`src/rtl/setpoint_adjust.sv`:
```
// Thermostat set-point: synchronizes and debounces up/down buttons, steps a clamped set-point, recalls default on both.
// Optional auto-repeat while held is built only when SETPOINT_AUTOREPEAT_EN is defined.
module setpoint_adjust #(
  parameter int DEBOUNCE_CYCLES = 1_000_000,
  parameter int REPEAT_DELAY    = 50_000_000,
  parameter int REPEAT_RATE     = 10_000_000,
  parameter int MIN_TEMP        = 50,
  parameter int MAX_TEMP        = 90,
  parameter int DEFAULT_TEMP    = 70
) (
  input  logic       CLK100MHZ,
  input  logic       CPU_RESETN,
  input  logic       btn_up,
  input  logic       btn_down,
  output logic [7:0] set_temp,
  output logic       step_pulse,
  output logic       at_limit
);

  localparam int         DW       = (DEBOUNCE_CYCLES > 1) ? $clog2(DEBOUNCE_CYCLES) : 1;
  localparam [DW-1:0]    DB_LAST  = DW'(DEBOUNCE_CYCLES - 1);
  localparam logic [7:0] MIN_T    = 8'(MIN_TEMP);
  localparam logic [7:0] MAX_T    = 8'(MAX_TEMP);
  localparam logic [7:0] DEF_T    = 8'(DEFAULT_TEMP);
  localparam logic       LIMIT_RST = (DEFAULT_TEMP == MIN_TEMP) || (DEFAULT_TEMP == MAX_TEMP);

  typedef enum logic [1:0] {IDLE, HOLD_UP, HOLD_DN, BOTH} state_t;

  // bit 0 = up, bit 1 = down
  logic [1:0]         sync1, sync2, deb, deb_q;
  logic [1:0][DW-1:0] db_cnt;
  logic               up, dn, rise_up, rise_dn;
  state_t             state, state_nxt;
  logic               inc, dec, load, hold_run, rep_step;
  logic [7:0]         temp_nxt;

  always_ff @(posedge CLK100MHZ or negedge CPU_RESETN) begin
    if (!CPU_RESETN) begin
      sync1  <= '0;
      sync2  <= '0;
      deb    <= '0;
      deb_q  <= '0;
      db_cnt <= '0;
    end else begin
      sync1 <= {btn_down, btn_up};
      sync2 <= sync1;
      deb_q <= deb;
      for (int i = 0; i < 2; i++) begin
        if (sync2[i] == deb[i]) begin
          db_cnt[i] <= '0;
        end else if (db_cnt[i] == DB_LAST) begin
          deb[i]    <= sync2[i];
          db_cnt[i] <= '0;
        end else begin
          db_cnt[i] <= db_cnt[i] + 1'b1;
        end
      end
    end
  end

  assign up      = deb[0];
  assign dn      = deb[1];
  assign rise_up = deb[0] & ~deb_q[0];
  assign rise_dn = deb[1] & ~deb_q[1];

  assign hold_run = ((state == HOLD_UP) && up && !dn) || ((state == HOLD_DN) && dn && !up);

`ifdef SETPOINT_AUTOREPEAT_EN
  localparam int      HMAX       = (REPEAT_DELAY > REPEAT_RATE) ? REPEAT_DELAY : REPEAT_RATE;
  localparam int      HW         = (HMAX > 1) ? $clog2(HMAX) : 1;
  localparam [HW-1:0] DELAY_LAST = HW'(REPEAT_DELAY - 1);
  localparam [HW-1:0] RATE_LAST  = HW'(REPEAT_RATE - 1);

  logic [HW-1:0] hold_cnt;
  logic          repeating;

  assign rep_step = hold_run && (hold_cnt == (repeating ? RATE_LAST : DELAY_LAST));

  // Counts from the first step; keeps running even while the value is clamped.
  always_ff @(posedge CLK100MHZ or negedge CPU_RESETN) begin
    if (!CPU_RESETN) begin
      hold_cnt  <= '0;
      repeating <= 1'b0;
    end else if (!hold_run) begin
      hold_cnt  <= '0;
      repeating <= 1'b0;
    end else if (rep_step) begin
      hold_cnt  <= '0;
      repeating <= 1'b1;
    end else begin
      hold_cnt <= hold_cnt + 1'b1;
    end
  end
`else
  // Never true; keeps the repeat parameters referenced when auto-repeat is not built.
  assign rep_step = hold_run && (REPEAT_DELAY < 0) && (REPEAT_RATE < 0);
`endif

  always_ff @(posedge CLK100MHZ or negedge CPU_RESETN) begin
    if (!CPU_RESETN) state <= IDLE;
    else             state <= state_nxt;
  end

  always_comb begin
    state_nxt = state;
    case (state)
      IDLE: begin
        if (up && dn)    state_nxt = BOTH;
        else if (rise_up) state_nxt = HOLD_UP;
        else if (rise_dn) state_nxt = HOLD_DN;
      end
      HOLD_UP: begin
        if (!up)     state_nxt = IDLE;
        else if (dn) state_nxt = BOTH;
      end
      HOLD_DN: begin
        if (!dn)     state_nxt = IDLE;
        else if (up) state_nxt = BOTH;
      end
      BOTH: begin
        if (!up && !dn) state_nxt = IDLE;
      end
      default: state_nxt = IDLE;
    endcase
  end

  always_comb begin
    inc  = 1'b0;
    dec  = 1'b0;
    load = 1'b0;
    case (state)
      IDLE: begin
        if (up && dn)     load = 1'b1;
        else if (rise_up) inc  = 1'b1;
        else if (rise_dn) dec  = 1'b1;
      end
      HOLD_UP: begin
        if (up && dn) load = 1'b1;
        else if (up)  inc  = rep_step;
      end
      HOLD_DN: begin
        if (up && dn) load = 1'b1;
        else if (dn)  dec  = rep_step;
      end
      default: ;
    endcase
  end

  always_comb begin
    temp_nxt = set_temp;
    if (load)                           temp_nxt = DEF_T;
    else if (inc && (set_temp != MAX_T)) temp_nxt = set_temp + 8'd1;
    else if (dec && (set_temp != MIN_T)) temp_nxt = set_temp - 8'd1;
  end

  always_ff @(posedge CLK100MHZ or negedge CPU_RESETN) begin
    if (!CPU_RESETN) begin
      set_temp   <= DEF_T;
      step_pulse <= 1'b0;
      at_limit   <= LIMIT_RST;
    end else begin
      set_temp   <= temp_nxt;
      step_pulse <= (temp_nxt != set_temp);
      at_limit   <= (temp_nxt == MIN_T) || (temp_nxt == MAX_T);
    end
  end

endmodule
```
`config.mk`:
```
export PLATFORM = sky130hd
export DESIGN_NAME = setpoint_adjust
export DESIGN_NICKNAME = d
export VERILOG_FILES = /design/src/rtl/setpoint_adjust.sv
export SDC_FILE = /design/constraint.sdc
export NUM_CORES = 1
export LEC_CHECK = 0
export ABC_CLOCK_PERIOD_IN_PS = 2350
export CORE_ASPECT_RATIO = 0.75
export CORE_MARGIN = 2
export CORE_UTILIZATION = 56
export CTS_BUF_LIST = sky130_fd_sc_hd__clkbuf_4 sky130_fd_sc_hd__clkbuf_8
export DETAILED_ROUTE_END_ITERATION = 8
export PLACE_DENSITY = 0.88
export SYNTH_ARGS = -nofsm -noshare
export SYNTH_HDL_FRONTEND = slang
export SYNTH_SLANG_ARGS = --single-unit
```
`constraint.sdc`:
```
create_clock -name CLK100MHZ -period 2.35 [get_ports CLK100MHZ]
set_clock_uncertainty 0.2 [all_clocks]
set_input_delay 0.47 -clock CLK100MHZ [delete_from_list [all_inputs] [get_ports CLK100MHZ]]
set_output_delay 0.47 -clock CLK100MHZ [all_outputs]
set_load 0.02 [all_outputs]
```
---- Yosys cells after proc, flatten, opt, wreduce, memory -nomap -nowiden ----
Index checks and enable logic that the tools add are counted.
word-level totals
  input bits .............................. 4
  flip-flop bits (word level) ............. 60
  output and inout bits ................... 10
  word-level logic and storage cells ...... 74
cells by class
  eq/ne operators ......................... 16
  add/sub/neg operators ................... 4
  bitwise gates (word level) .............. 6
  muxes and demuxes ....................... 25
  reductions and logical operators ........ 12
operator list
  kind                     number
  $mux W20                 4
  $add A20 B1 Y20 const B  2
  $eq A20 B20 Y1 const B   2
  $mux W8                  3
  $mux W2                  8
  $mux W1                  9
  $add A8 B1 Y8 const B    1
  $eq A8 B6 Y1 const B     1
  $eq A8 B7 Y1 const B     1
  $ne A8 B6 Y1 const B     1
  $ne A8 B7 Y1 const B     1
  $ne A8 B8 Y1             1
  $pmux W2 S4              1
  $sub A8 B1 Y8 const B    1
  $ne A3 B3 Y1 const B     2
  $eq A2 B2 Y1 const B     2
  $logic_and A1 B1 Y1      4
  $ne A4 B4 Y1 const B     1
  $not A1 Y1               4
  $reduce_and A2 Y1        2
  $reduce_and A4 Y1        1
  $reduce_or A3 Y1         1
  $and A1 B1 Y1            2
  $eq A1 B1 Y1             2
  other kinds (5)          6

---- Logic depth before layout (Yosys ltp) ----
Gate-level depths: netlist of the first run.
  depth after elaboration ................. 12
  mapped depth ............................ 8

---- Worst setup path after synthesis of the first run ----
Ideal clock, no wire load.
  path type ............................... flip-flop to flip-flop
  start point ............................. reg set_temp[0]
  end point ............................... reg at_limit
  setup slack ............................. -0.213 ns
  library setup time ...................... 0.111 ns
  stages on the path, launching flop included .. 9
  period minus slack after synthesis ...... 2.563 ns
  arrival ................................. 2.251 ns
  required time ........................... 2.039 ns
  path through ............................ dfrtp_1 > inv_1 > ha_1 > nor3b_1 > and4_1 > or3_1 > o21ai_0 > mux2_2 > a2111oi_2
on the way
  cells in the longest elaborated chain, start to end .. 7
  elaborated cells on any way between the ends .. 12
  classes of those cells .................. add/sub (2); eq/ne (4); mux (3); reduce/logical (3)
RTL lines
  item                                                                   RTL line  text
  from (decl)                                                            15        output logic [7:0] set_temp,
  from (signal assigned)                                                 162       set_temp <= temp_nxt;
  parallel branches: the longest is 3 deep, another holds $sub A8 B1 Y8  -
  $mux W8 (*)                                                            152       else if (inc && (set_temp != MAX_T)) temp_nxt = set_temp + 8'd1;
  $mux W8 (*)                                                            151       if (load) temp_nxt = DEF_T;
  $eq A8 B6 Y1 or $eq A8 B7 Y1 (tied branches)                           164       at_limit <= (temp_nxt == MIN_T) || (temp_nxt == MAX_T);
  $logic_or A1 B1 Y1 (*)                                                 164
  to (signal assigned)                                                   164
  to (decl)                                                              17        output logic at_limit
Every way passes the cells marked *.
A chain may end at the register's enable or synchronous reset.

---- Final worst setup path of the first run ----
  start point ............................. reg set_temp[1]
  end point ............................... reg at_limit
Same word-level chain as after synthesis.

==> impl_metrics.py, run 1 <==
metrics = {
    "floorplanning": {
        "num_rows": 22,
        "die_area_mm2": 0.00588,
        "ios": 14,
        "fp.dieH_um": 66.9,
        "core_mm2": 0.00498,
        "die_w_um": 87.9,
        "initial_core_util_pct": 59.3,
    },
    "detailed_routing": {
        "num_vias": 2337,
        "routedWlPerCell_um": 15.0,
        "drt_wl_total_um": 6280,
        "dr.pass1.iters": 4,
        "antenna_left": 0,
        "drc": 0,
        "drtIter0Drc": 125,
        "viasPerCell": 5.58,
    },
    "power_and_ir_drop": {
        "power_frac_clock_pct": 45.7,
        "irDropWorstVdd_v": 0.000412,
        "p_leak_uw": 0.00154,
        "switching_power_uw": 434,
        "switching_share_pct": 21.2,
        "pwr-share-comb_pct": 2.9,
        "power_density_mw_per_mm2": 568,
        "seqPwrFrac_pct": 51.5,
        "p_int_uw": 1620,
    },
    "clocking": {
        "cts_tree": "built",
        "clockBufferDepth": 2,
        "clock_sinks": 60,
        "clk_pin_slew_ps": 70,
        "htreeDepth": 3,
        "clkLatencyLatePin_ps": 340,
        "clockRootBuffer": "clkbuf_8",
        "cts_buffers": 9,
    },
    "global_routing": {
        "grt_pass1_wl_um": 9990,
        "grt_pass1_vias": 2221,
        "grt_max_degree": 61,
        "grtUsageTotal_pct": 23.0,
        "antenna_found_initial": 0,
        "overflow": 0,
    },
    "setup_path": {
        "path_class": "flip-flop to flip-flop",
        "critPathCaptureType": "flip-flop",
        "slowest_delay_ps": 540,
        "cp.required_ps": 2380,
        "path_max_fanout": 5,
        "critical_path_buf_inv_count": 1,
        "crit_slowest_cell": "dfstp_2",
        "worstSetupStartpointType": "flip-flop",
        "critical_path.top_delay_family": "simple AND/OR/NAND/NOR gates",
        "arrival_ps": 2590,
        "crit_chain": "buf_4 > and4b_1 > nand4_1 > o22ai_2 > xnor2_1 > or3_4 > a2111oi_4",
    },
    "timing": {
        "slew_headroom_pct": 61.9,
        "slew_viol_final": 0,
        "max_freq_mhz": 391,
        "setup_ws_ps": -206,
        "worstMarginPinSlew_ps": 566,
        "finalSetupViolations": 1,
        "post-route-period-util_pct": 109,
        "rsz0062_at_grt": "yes",
        "period_minus_slack_ps": 2560,
        "hold_viol_final": 0,
    },
    "finish": {
        "diodes": 0,
        "fin_area_mm2": 0.00361,
        "syn2layout_area_growth_pct": 22.2,
        "stdcell_count": 419,
        "layout-drive-gt1-share_pct": 19.9,
        "nets": 351,
    },
    "run_status": {
        "status": "finished with violations",
        "violations": "setup timing",
    },
    "placement": {
        "placed_area_mm2": 0.00329,
        "place.gp.congestion": 0.967,
        "portBuffers": 13,
        "hpwl_um": 3820,
        "pre_cts_slack_ps": -65.3,
        "post-place-cells": 396,
    },
    "job": {
        "cap_violations": 0,
    },
    "synthesis": {
        "ys_ff_latch": 60,
        "ys_top_cells_by_count": "57 x dfrtp_1, 51 x nor2_1, 22 x nand2_1, 22 x nand3_1, 21 x xor2_1",
        "synthesis.nets": 310,
        "syn_avg_cell_area_um2": 9.81,
        "async_flop_share_pct": 100,
        "synth_largest_area_cell": "dfrtp_1",
        "synthFlopType": "dfrtp_1",
        "ys_top_cells_by_area": "dfrtp_1 48%, nor2_1 6.5%, xor2_1 6.2%",
        "ys_seq_area_share_pct": 51.0,
        "synth_area_mm2": 0.00295,
        "ys_types": 39,
        "yosysWarnings": 0,
        "yosysMostFrequentCell": "dfrtp_1",
        "synthCells": 301,
        "synth.top_cell.area_share_pct": 48.3,
        "synth_edf_count": 0,
    },
    "worst_hold_path": {
        "worstHoldPathType": "flip-flop to flip-flop",
    },
}
-- cell families after synthesis --
logic type / after synthesis / synth area share [%]
mux: 5 / 1.82
xor+xnor: 40 / 11.9
compound gates: 23 / 4.83
fa+ha+maj: 5 / 2.12
simple gates: 150 / 25.7
buf+inv: 18 / 2.67
flops: 60 / 51.0
-- registers in the layout (all words and copies together), names as in the netlist --
name and flops:
step_pulse 1, sync2 2, deb_q 2, db_cnt 40
deb 2, at_limit 1, state 2, sync1 2
set_temp 8
-- layout make-up --
| class | count | area, µm² |
|---|---|---|
| flip-flops and latches | 60 | 1510 |
| multi-input cells | 223 | 1450 |
| fillers | 334 | 1370 |
| repair buffers | 36 | 313 |
| clock buffers | 13 | 160 |
| well taps | 72 | 90.1 |
| inverters | 12 | 47.5 |
| clock inverters | 3 | 40.0 |
-- cell usage in the layout (no fill, tap or decap), types with 6 or more instances in the layout --
master and instances:
inv_1 10, nor3_1 9, and3_1 6, o21ai_0 7, or3_1 6, xnor2_1 19, dfrtp_1 53, nor2_1 51
buf_4 21, clkdlybuf4s50_1 12, a21oi_1 8, clkbuf_8 10, nor4_1 7, nand2_1 22, xor2_1 21, nand4_1 7
nand3_1 22
-- path summary, 6_finish.rpt --
kind	from	endpoint	slack, ps	cells after the start
hold / removal	sync1[0]	sync2[0]	160	0
hold reg to reg	sync1[0]	sync2[0]	160	0
setup reg to reg	set_temp[1]	at_limit	-210	7
min in group asynchronous	CPU_RESETN	set_temp[7]	440	3
max in group asynchronous	CPU_RESETN	set_temp[1]	1170	3
setup / recovery	set_temp[1]	at_limit	-210	7
-- through the flow --
step | total power, µW | utilization (%) | setup TNS (ps) | hold slack, ps
floorplan | 1100 | - | -7.11 | -25.6
global placement | 1130 | 66.1 | 0 | 134
detailed placement | 1130 | 66.1 | -65.3 | 143
CTS | 2070 | 70.9 | 0 | 157
global route | 2120 | 72.4 | -255 | 168
finish | 2050 | 72.4 | -206 | 156
-- per-layer routing --
| metal | vias to the layer above | share of wire [%] | global-route usage, % |
|---|---|---|---|
| met4 | 0 | 2.5 | 10.0 |
| met5 | - | 0 | 0 |
| li1 | 1114 | - | - |
| met2 | 70 | 48 | 35.4 |
| met3 | 16 | 5.1 | 8.55 |
| met1 | 1137 | 44 | 29.0 |
-- timing repair --
item | in CTS | in global routing
resized for setup | 4 | 14
setup buffers | 3 | 3
gates cloned | 0 | 0
hold endpoints to repair | 57 | 0
hold buffers | 1 | 0
endpoints found under the setup margin | 1 | 21
pin swaps | 2 | 8
-- power by group through the flow --
stage	registers (µW)	clock network (µW)	logic, µW
after floorplan	1070	0	25.2
after global placement	1070	0	57.3
after detailed placement	1070	0	58.3
after CTS	1050	952	59.6
after global routing	1060	998	69.4
final	1050	936	59.1
No activity file was read; power rests on OpenSTA's default activity.
==> run 2, diff against run 1 <==
--- a/config.mk
+++ b/config.mk
@@ -5,11 +5,11 @@
 export SDC_FILE = /design/constraint.sdc
 export NUM_CORES = 1
 export LEC_CHECK = 0
-export ABC_CLOCK_PERIOD_IN_PS = 2350
 export CORE_ASPECT_RATIO = 0.75
 export CORE_MARGIN = 2
 export CORE_UTILIZATION = 56
 export CTS_BUF_LIST = sky130_fd_sc_hd__clkbuf_4 sky130_fd_sc_hd__clkbuf_8
+export CTS_CLUSTER_DIAMETER = 50
 export DETAILED_ROUTE_END_ITERATION = 8
 export PLACE_DENSITY = 0.88
 export SYNTH_ARGS = -nofsm -noshare
==> results of run 2 <==
Same layout as run 1: the final DEF is identical, and so are final timing and power.
